[src/rtl/vga_rx_pkg.sv]
// Shared definitions for the VGA receive monitor: APB register offsets,
// CTRL/STATUS bit positions and the latched frame-timing record.
package vga_rx_pkg;

  // Width of each field in the latched timing record (register fields are 12 bits).
  localparam int TIM_W = 12;

  // Register byte offsets.
  localparam logic [4:0] OFF_CTRL   = 5'h00;
  localparam logic [4:0] OFF_STATUS = 5'h04;
  localparam logic [4:0] OFF_HRES   = 5'h08;
  localparam logic [4:0] OFF_VRES   = 5'h0C;
  localparam logic [4:0] OFF_FRAMES = 5'h10;
  localparam logic [4:0] OFF_CSUM   = 5'h14;

  // CTRL bits.
  localparam int CTRL_EN     = 0;
  localparam int CTRL_CLR    = 1;
  localparam int CTRL_IRQ_EN = 2;

  // STATUS bits.
  localparam int STAT_LOCKED     = 0;
  localparam int STAT_FRAME_DONE = 1;

  // Timing captured at each frame latch.
  typedef struct packed {
    logic [TIM_W-1:0] htotal;
    logic [TIM_W-1:0] hwidth;
    logic [TIM_W-1:0] vtotal;
    logic [TIM_W-1:0] vheight;
  } timing_t;

endpackage

[src/rtl/vga_rx_timing.sv]
// Sync edge detection, line/frame counters, pixel checksum and the frame latch.
// Produces the latched timing record, latched checksum, LOCKED and a
// one-cycle frame_strobe for every latched frame.
module vga_rx_timing
  import vga_rx_pkg::*;
#(
  parameter int CNT_W           = 12,
  parameter bit SYNC_ACTIVE_LOW = 1'b1
) (
  input  logic        clock,
  input  logic        reset,
  input  logic        en,
  input  logic [23:0] pixel,
  input  logic        hsync,
  input  logic        vsync,
  input  logic        valid,
  output timing_t     timing,
  output logic [31:0] csum,
  output logic        frame_strobe,
  output logic        locked
);

  typedef logic [CNT_W-1:0] cnt_t;

  function automatic cnt_t sat_inc(input cnt_t v);
    return (&v) ? v : v + cnt_t'(1);
  endfunction

  logic        hs_prev_q, hs_prev_d, vs_prev_q, vs_prev_d;
  logic        armed_q, armed_d, locked_q, locked_d;
  cnt_t        clk_cnt_q, clk_cnt_d, pix_cnt_q, pix_cnt_d;
  cnt_t        line_cnt_q, line_cnt_d, act_lines_q, act_lines_d;
  cnt_t        line_total_q, line_total_d, line_width_q, line_width_d;
  logic [31:0] csum_acc_q, csum_acc_d, csum_q, csum_d;
  timing_t     timing_q, timing_d;

  logic        hs_edge, vs_edge, line_has_pix;
  cnt_t        close_total, close_width, close_act;
  logic [31:0] pix_word;
  timing_t     new_timing;

  assign hs_edge = SYNC_ACTIVE_LOW ? (hs_prev_q & ~hsync) : (~hs_prev_q & hsync);
  assign vs_edge = SYNC_ACTIVE_LOW ? (vs_prev_q & ~vsync) : (~vs_prev_q & vsync);

  // Values as they stand once the line ending this cycle (if any) is closed,
  // so a coincident vsync edge latches a frame that includes that line.
  assign line_has_pix = hs_edge && (pix_cnt_q != '0);
  assign close_total  = hs_edge ? clk_cnt_q : line_total_q;
  assign close_width  = line_has_pix ? pix_cnt_q : line_width_q;
  assign close_act    = line_has_pix ? sat_inc(act_lines_q) : act_lines_q;
  assign pix_word     = valid ? {8'h00, pixel} : 32'h0;

  assign new_timing = '{htotal:  TIM_W'(close_total),
                        hwidth:  TIM_W'(close_width),
                        vtotal:  TIM_W'(line_cnt_q),
                        vheight: TIM_W'(close_act)};

  // Counter advance, line close and frame latch.
  always_comb begin
    hs_prev_d    = hsync;
    vs_prev_d    = vsync;
    armed_d      = armed_q;
    locked_d     = locked_q;
    clk_cnt_d    = clk_cnt_q;
    pix_cnt_d    = pix_cnt_q;
    line_cnt_d   = line_cnt_q;
    act_lines_d  = act_lines_q;
    line_total_d = line_total_q;
    line_width_d = line_width_q;
    csum_acc_d   = csum_acc_q;
    csum_d       = csum_q;
    timing_d     = timing_q;
    frame_strobe = 1'b0;
    if (!en) begin
      // Disabled: latched results frozen, accumulators idle, must re-arm.
      armed_d      = 1'b0;
      locked_d     = 1'b0;
      clk_cnt_d    = '0;
      pix_cnt_d    = '0;
      line_cnt_d   = '0;
      act_lines_d  = '0;
      line_total_d = '0;
      line_width_d = '0;
      csum_acc_d   = '0;
    end else begin
      clk_cnt_d    = hs_edge ? cnt_t'(1) : sat_inc(clk_cnt_q);
      if (hs_edge)    pix_cnt_d = valid ? cnt_t'(1) : '0;
      else if (valid) pix_cnt_d = sat_inc(pix_cnt_q);
      line_cnt_d   = hs_edge ? sat_inc(line_cnt_q) : line_cnt_q;
      act_lines_d  = close_act;
      line_total_d = close_total;
      line_width_d = close_width;
      csum_acc_d   = csum_acc_q + pix_word;
      if (vs_edge) begin
        // First edge after enable only arms; the partial frame is dropped.
        if (armed_q) begin
          timing_d     = new_timing;
          csum_d       = csum_acc_q;
          locked_d     = (new_timing == timing_q);
          frame_strobe = 1'b1;
        end
        armed_d      = 1'b1;
        line_cnt_d   = cnt_t'(1);
        act_lines_d  = '0;
        line_total_d = '0;
        line_width_d = '0;
        csum_acc_d   = pix_word;
      end
    end
  end

  // State registers.
  always_ff @(posedge clock) begin
    if (reset) begin
      hs_prev_q    <= 1'b0;
      vs_prev_q    <= 1'b0;
      armed_q      <= 1'b0;
      locked_q     <= 1'b0;
      clk_cnt_q    <= '0;
      pix_cnt_q    <= '0;
      line_cnt_q   <= '0;
      act_lines_q  <= '0;
      line_total_q <= '0;
      line_width_q <= '0;
      csum_acc_q   <= '0;
      csum_q       <= '0;
      timing_q     <= '0;
    end else begin
      hs_prev_q    <= hs_prev_d;
      vs_prev_q    <= vs_prev_d;
      armed_q      <= armed_d;
      locked_q     <= locked_d;
      clk_cnt_q    <= clk_cnt_d;
      pix_cnt_q    <= pix_cnt_d;
      line_cnt_q   <= line_cnt_d;
      act_lines_q  <= act_lines_d;
      line_total_q <= line_total_d;
      line_width_q <= line_width_d;
      csum_acc_q   <= csum_acc_d;
      csum_q       <= csum_d;
      timing_q     <= timing_d;
    end
  end

  assign timing = timing_q;
  assign csum   = csum_q;
  assign locked = locked_q;

endmodule

[src/rtl/vga_rx_monitor.sv]
// VGA receive monitor top: APB register file around vga_rx_timing.
// Optional interrupt output enabled by defining VGA_RX_MONITOR_IRQ_EN.
module vga_rx_monitor
  import vga_rx_pkg::*;
#(
  parameter int CNT_W           = 12,
  parameter bit SYNC_ACTIVE_LOW = 1'b1
) (
  input  logic        clock,
  input  logic        reset,
  input  logic [7:0]  vga_r,
  input  logic [7:0]  vga_g,
  input  logic [7:0]  vga_b,
  input  logic        vga_hsync,
  input  logic        vga_vsync,
  input  logic        vga_valid,
  input  logic [31:0] in_paddr,
  input  logic        in_psel,
  input  logic        in_penable,
  input  logic [2:0]  in_pprot,
  input  logic        in_pwrite,
  input  logic [31:0] in_pwdata,
  input  logic [3:0]  in_pstrb,
  output logic        in_pready,
  output logic [31:0] in_prdata,
  output logic        in_pslverr
`ifdef VGA_RX_MONITOR_IRQ_EN
  ,
  output logic        irq
`endif
);

  timing_t     timing;
  logic [31:0] csum;
  logic        frame_strobe, locked;

  logic        en_q, en_d, frame_done_q, frame_done_d, frame_done_clr;
  logic [31:0] frames_q, frames_d;
`ifdef VGA_RX_MONITOR_IRQ_EN
  logic        irq_en_q, irq_en_d, irq_q, irq_d;
`endif

  logic        access, wr, rd, bad;
  logic [4:0]  off;
  logic        unused_apb;

  assign access = in_psel & in_penable;
  assign wr     = access & in_pwrite;
  assign rd     = access & ~in_pwrite;
  assign off    = {in_paddr[4:2], 2'b00};
  assign bad    = (in_paddr[4:3] == 2'b11);

  assign in_pready  = access;
  assign in_pslverr = access & bad;
  assign unused_apb = ^{in_pprot, in_paddr[31:5], in_paddr[1:0], in_pstrb[3:1], in_pwdata[31:2]};

  vga_rx_timing #(
    .CNT_W           (CNT_W),
    .SYNC_ACTIVE_LOW (SYNC_ACTIVE_LOW)
  ) u_timing (
    .clock        (clock),
    .reset        (reset),
    .en           (en_q),
    .pixel        ({vga_r, vga_g, vga_b}),
    .hsync        (vga_hsync),
    .vsync        (vga_vsync),
    .valid        (vga_valid),
    .timing       (timing),
    .csum         (csum),
    .frame_strobe (frame_strobe),
    .locked       (locked)
  );

  // Register writes; CLR acts on the write itself so it beats a same-cycle latch.
  always_comb begin
    en_d           = en_q;
    frames_d       = frame_strobe ? frames_q + 32'd1 : frames_q;
    frame_done_clr = 1'b0;
`ifdef VGA_RX_MONITOR_IRQ_EN
    irq_en_d       = irq_en_q;
`endif
    if (wr && !bad && in_pstrb[0]) begin
      case (off)
        OFF_CTRL: begin
          en_d = in_pwdata[CTRL_EN];
          if (in_pwdata[CTRL_CLR]) frames_d = '0;
`ifdef VGA_RX_MONITOR_IRQ_EN
          irq_en_d = in_pwdata[CTRL_IRQ_EN];
`endif
        end
        OFF_STATUS: frame_done_clr = in_pwdata[STAT_FRAME_DONE];
        default: ;
      endcase
    end
    frame_done_d = frame_strobe | (frame_done_q & ~frame_done_clr);
`ifdef VGA_RX_MONITOR_IRQ_EN
    irq_d = frame_done_q & irq_en_q;
`endif
  end

  // Read mux; data is zero outside valid read accesses.
  always_comb begin
    in_prdata = '0;
    if (rd && !bad) begin
      case (off)
        OFF_CTRL: begin
          in_prdata[CTRL_EN] = en_q;
`ifdef VGA_RX_MONITOR_IRQ_EN
          in_prdata[CTRL_IRQ_EN] = irq_en_q;
`endif
        end
        OFF_STATUS: begin
          in_prdata[STAT_LOCKED]     = locked;
          in_prdata[STAT_FRAME_DONE] = frame_done_q;
        end
        OFF_HRES:   in_prdata = {4'h0, timing.htotal, 4'h0, timing.hwidth};
        OFF_VRES:   in_prdata = {4'h0, timing.vtotal, 4'h0, timing.vheight};
        OFF_FRAMES: in_prdata = frames_q;
        OFF_CSUM:   in_prdata = csum;
        default: ;
      endcase
    end
  end

  // Register file state.
  always_ff @(posedge clock) begin
    if (reset) begin
      en_q         <= 1'b0;
      frame_done_q <= 1'b0;
      frames_q     <= '0;
`ifdef VGA_RX_MONITOR_IRQ_EN
      irq_en_q     <= 1'b0;
      irq_q        <= 1'b0;
`endif
    end else begin
      en_q         <= en_d;
      frame_done_q <= frame_done_d;
      frames_q     <= frames_d;
`ifdef VGA_RX_MONITOR_IRQ_EN
      irq_en_q     <= irq_en_d;
      irq_q        <= irq_d;
`endif
    end
  end

`ifdef VGA_RX_MONITOR_IRQ_EN
  assign irq = irq_q;
`endif

endmodule

[config.mk]
export PLATFORM = sky130hd
export DESIGN_NAME = vga_rx_monitor
export DESIGN_NICKNAME = d
export VERILOG_FILES = /design/src/rtl/vga_rx_pkg.sv /design/src/rtl/vga_rx_timing.sv /design/src/rtl/vga_rx_monitor.sv
export SDC_FILE = /design/constraint.sdc
export NUM_CORES = 1
export LEC_CHECK = 0
export ABC_AREA = 1
export CAP_MARGIN = 40
export CORE_UTILIZATION = 50
export CTS_CLUSTER_DIAMETER = 50
export CTS_CLUSTER_SIZE = 8
export DETAILED_ROUTE_END_ITERATION = 7
export DONT_BUFFER_PORTS = 1
export PLACE_DENSITY = 0.63
export SYNTH_ARGS = -nofsm -noshare
export SYNTH_HDL_FRONTEND = slang
export SYNTH_SLANG_ARGS = --single-unit
[constraint.sdc]
create_clock -name clock -period 3.71 [get_ports clock]
set_input_delay 1.113 -clock clock [delete_from_list [all_inputs] [get_ports clock]]
set_output_delay 1.113 -clock clock [all_outputs]
set_load 0.03 [all_outputs]
[Word level (Yosys, flattened, before mapping)]
Index checks and enable logic that the tools add are counted.
Widths: inputs -> output; s select.
Word-level totals
  word-level logic and storage cells: 101
  bits of input ports: 103
  output and inout bits: 34
  flip-flop bits (word level): 222
Cells by class
  equality and inequality tests: 10
  reduce and logical (&&, ||, !) cells: 22
  mux-type cells: 28
  bitwise logic cells: 14
  add/sub/neg operators: 6
Operators with widths (count)
  $mux 32: 6
  $pmux 30 s4: 1
  $mux 12: 7
  $add 12x1->12 const B: 4
  $eq 48x48->1: 1
  $reduce_and 12->1: 4
  $add 32x1->32 const B: 1
  $add 32x32->32: 1
  $mux 24: 1
  $reduce_bool 12->1: 1
  $mux 1: 11
  $reduce_and 2->1: 5
  $and 1x1->1: 7
  $eq 3x2->1 const B: 2
  $eq 3x3->1 const B: 2
  $ne 2x1->1 const B: 3
  $not 1->1: 6
  $pmux 1 s6: 1
  $reduce_or 3->1: 2
  $logic_not 5->1: 1
  $pmux 1 s5: 1
  $logic_and 1x1->1: 4
  $reduce_bool 2->1: 2
  $eq 3x1->1 const B: 1
  other kinds (5): 5

[Depth between registers and ports, before layout]
  depth after elaboration: 8
  depth in mapped cells: 18
  gate-level depth less buffers: 17

[By module]
From an unflattened synthesis, not the netlist that was laid out.
Second synthesis, totals
  cells, all modules: 2000
  area, all modules: 12936.2 um^2
Modules (own cells, without submodules)
  vga_rx_timing: area each 9943.3 um^2, cells each 1497, seq. area each 3763.6 um^2, instances 1
  vga_rx_monitor: area each 2992.9 um^2, cells each 503, seq. area each 680.7 um^2, instances 1

[Worst setup path before layout]
Ideal clock, no wire load.
  kind: in2out
  start point: input port in_paddr[3]
  end point: output port in_prdata[0]
  data required time: 2597 ps
  buffers on the path: 1
  data arrival time: 2509 ps
  slack: 88 ps
  cell stages on the path: 6
  cell sequence: nor2_1 -> nand2_1 -> clkbuf_1 -> o22ai_1 -> nor2_1 -> a21oi_1
Between the ends
  longest elaborated chain between the ends: 4
  elaborated cells on any way between the ends: 11
  classes of those cells: eq/ne (6); mux (2); reduce/logical (3)
RTL lines
  start, declared: RTL line vga_rx_monitor.sv:17  | input logic [31:0] in_paddr,
  branches (longest 3 deep; another with $pmux 1 s6)
  $mux 32 (*): RTL line vga_rx_monitor.sv:104  | if (rd && !bad) begin
  end, declared: RTL line vga_rx_monitor.sv:25  | output logic [31:0] in_prdata,
Mark *: on every way between the ends.

[Worst setup path in the final report]
  start point: input port in_paddr[3]
  end point: output port in_prdata[30]
Between the ends
  longest elaborated chain between the ends: 4
  elaborated cells on any way between the ends: 9
  classes of those cells: eq/ne (5); mux (2); reduce/logical (2)
RTL lines (RTL line)
  branches (longest 3 deep; another with $pmux 30 s4)
  $mux 32 (*): vga_rx_monitor.sv:104
Marks and branches as above.

==> impl_metrics.tcl <==
set metrics [dict create \
    cts.sinks 222 \
    p_switching_mw 1.22 \
    num_rows 57 \
    synth_fp_nets 1966 \
    path_buf_inv 3 \
    synthFlopType "dfxtp_1" \
    cpPeakStageDelay_ps 360 \
    status "complete, but fails checks" \
    critPathArrivalTime_ps 2330 \
    dp_hpwl_um 24700 \
    power_mw 5.51 \
    drv_slew 0 \
    avgSynthCellArea_um2 6.74 \
    comb_power_share 0.032 \
    cts_tree "built" \
    rsz0062_at_grt "no" \
    dieArea_um2 25300 \
    vias 11700 \
    layout-drive-gt1-share 0.0771 \
    yosysSeqAreaShare 0.360 \
    cts_resized 0 \
    path_clk_slew_ps 50 \
    nFillCells 2358 \
    ant_nets 0 \
    coreArea_um2 24200 \
    crit_chain "inv_1 > nand3_1 > buf_12 > o21ai_0 > and3_1 > buf_4" \
    h-tree-depth 2 \
    async_reset_ff_frac 0 \
    ys_seq_elements 222 \
    p_sw_frac 0.222 \
    synth.distinct_cells 51 \
    hold_class "reg -> reg" \
    dr.pass1.iters 8 \
    crit_required_ps 2600 \
    fin_setup_tns_ps 0 \
    path_class "in -> out" \
    netlist_area_um2 12400 \
    finalHoldViolCount 0 \
    drtIter0Drc 765 \
    routedWlPerCell_um 15.5 \
    grt_max_degree 75 \
    fp.dieH_um 159 \
    power_density_nw_per_um2 395 \
    insertion_delay_ps 500 \
    finalWirelength_um 34000 \
    relSlewSlack 0.508 \
    area_growth_pct 13.0 \
    viasPerCell 5.34 \
    grt_usage 0.265 \
    gp_congestion 0.936 \
    grt_pass1_wl_um 54500 \
    critPathTopFamily "buffers and inverters" \
    grt_pass1_vias 10900 \
    tightestPinTransition_ps 739 \
    layout.nets 1991 \
    crit_path_end_kind "output port" \
    post_cts_buffers 0 \
    min_period_ps 3440 \
    skew_ps 9.41 \
    irDropWorstVdd_v 0.000312 \
    p_clk_frac 0.534 \
    drcViolationCount 7 \
    finalCritPeriodShare 0.928 \
    power.leakage_nw 5.81 \
    diodes 0 \
    io_pins 137 \
    antenna_found_initial 0 \
    ys_warn_count 0 \
    clock.fmax_mhz 291 \
    start_util 0.509 \
    cp_slowest_cell "o21ai_0" \
    netlist_instances 1832 \
    grt.overflow.total 0 \
    clockRootBuffer "clkbuf_16" \
    numCtsBuffers 36 \
    setup_viol 0 \
    power_frac_seq 0.434 \
    post-route-util 0.576 \
    start_kind "primary input" \
    ctsHoldBuffers 0 \
    synth-edff-count 0 \
    p_int_mw 4.29 \
    die_w_um 159 \
    drv_cap 0 \
    clockBufferDepth 3 \
    port_buffers 0 \
    cp_max_fo 31 \
    violations "design-rule violations" \
]
==> power groups by stage <==
stage               Combinational [mW]  Sequential, mW  Clock (mW)
floorplan                        0.135            2.44           0
global placement                 0.172            2.44           0
detailed placement               0.174            2.44           0
CTS                              0.175            2.39        2.99
global route                     0.196            2.39        3.11
finish                           0.176            2.39        2.94
==> cells by family after synthesis <==
logic type / share of synthesized area
AND/OR/NAND/NOR: 0.261
AO/OA/AOI/OAI: 0.185
buffers and inverters: 0.110
flip-flops: 0.360
XOR/XNOR: 0.0522
adder cells (fa/ha/maj): 0.0320
==> worst reg2reg max path: stages, from the launching register on <==
cell	delay (ps)
dfxtp_1	320
ha_1	240
fa_1	440
nand2_1	80
nand2_1	50
o21ai_0	160
inv_1	110
a21oi_1	240
inv_1	70
a21oi_1	300
o21bai_1	130
and2_1	140
o21ai_0	140
o211ai_1	100
inv_1	60
==> state kept, by name, summed over array words and instances (netlist names), 12 cells and up <==
signal                 count
u_timing.act_lines_q      12
u_timing.clk_cnt_q        12
u_timing.timing           48
u_timing.pix_cnt_q        12
u_timing.line_total_q     12
u_timing.line_cnt_q       12
u_timing.line_width_q     12
u_timing.csum_acc_q       32
frames_q                  32
u_timing.csum             32
==> worst paths after layout <==
path / endpoint / from / slack [ps] / cells past startpoint
worst max-delay path: in_prdata[30] / in_paddr[3] / 270 / 6
worst min-delay path: u_timing.csum[15] / u_timing.csum[15] / 450 / 2
worst max register to register: u_timing.csum_acc_q[16] / u_timing.csum_acc_q[0] / 1100 / 14
worst min register to register: u_timing.csum[15] / u_timing.csum[15] / 450 / 2
==> cell usage in the layout, fill, tap and decap left out, drive strengths merged <==
master	netlist	final
a21boi	1	1
xor2	46	46
o21ai	157	157
o211a	1	1
a22oi	1	1
dfxtp	222	222
nand3	117	117
a21oi	176	176
ha	30	30
a221oi	23	23
inv	282	283
and2	2	2
xnor3	1	1
a21o	1	1
a211oi	5	5
xnor2	25	25
or2	5	5
a31oi	4	4
o211ai	16	16
nand2	343	343
nor3	35	35
clkbuf	50	44
nor3b	3	3
fa	1	1
o21bai	1	1
buf	18	55
nand4	18	18
clkinv	4	7
nor2	201	201
and3	1	1
nand3b	6	6
o22ai	25	25
o221a	1	1
o21a	2	2
nor4	8	8
==> routing by layer <==
metal	share of wire	global-route usage
met4	0.028	0.0966
met1	0.46	0.345
met2	0.46	0.445
met5	0	0
met3	0.051	0.0396
==> final cells by class <==
class | count | area, um^2 | share of cell area
clock buffer | 44 | 992 | 0.0711
clock inverter | 4 | 23.8 | 0.00170
inverter | 286 | 1070 | 0.0769
multi-input combinational | 1256 | 6560 | 0.470
sequential | 222 | 4440 | 0.318
tap | 324 | 405 | 0.0290
timing repair buffer | 55 | 463 | 0.0332
==> synthesized netlist by cell type, drive strengths merged, types with 2 or more instances <==
library cell	n	area, um^2
clkinv	4	15.0
and2	2	12.5
nand3b	6	57.6
nor2	201	808
nand3	117	586
nor3b	3	22.5
xor2	46	403
o21ai	157	790
ha	30	375
xnor2	25	219
a211oi	5	37.5
clkbuf	50	188
nand4	18	113
o21a	2	15.0
inv	282	1060
nor4	8	92.6
dfxtp	222	4440
o22ai	25	156
a221oi	23	201
or2	5	31.3
a31oi	4	25.0
nor3	35	180
a21oi	176	885
o211ai	16	120
buf	18	101
nand2	343	1320
==> through the flow <==
stage / area [um^2] / hold WS, ps / instances / worst slack [ps]
floorplan: 12400 / 425 / 1832 / 87.5
global placement: 12900 / 441 / 2143 / 199
detailed placement: 12900 / 448 / 2143 / 195
CTS: 14000 / 457 / 2191 / 257
global route: 14000 / 483 / 2191 / 160
finish: 14000 / 454 / 2191 / 268
No activity file was read; power rests on OpenSTA's default activity.
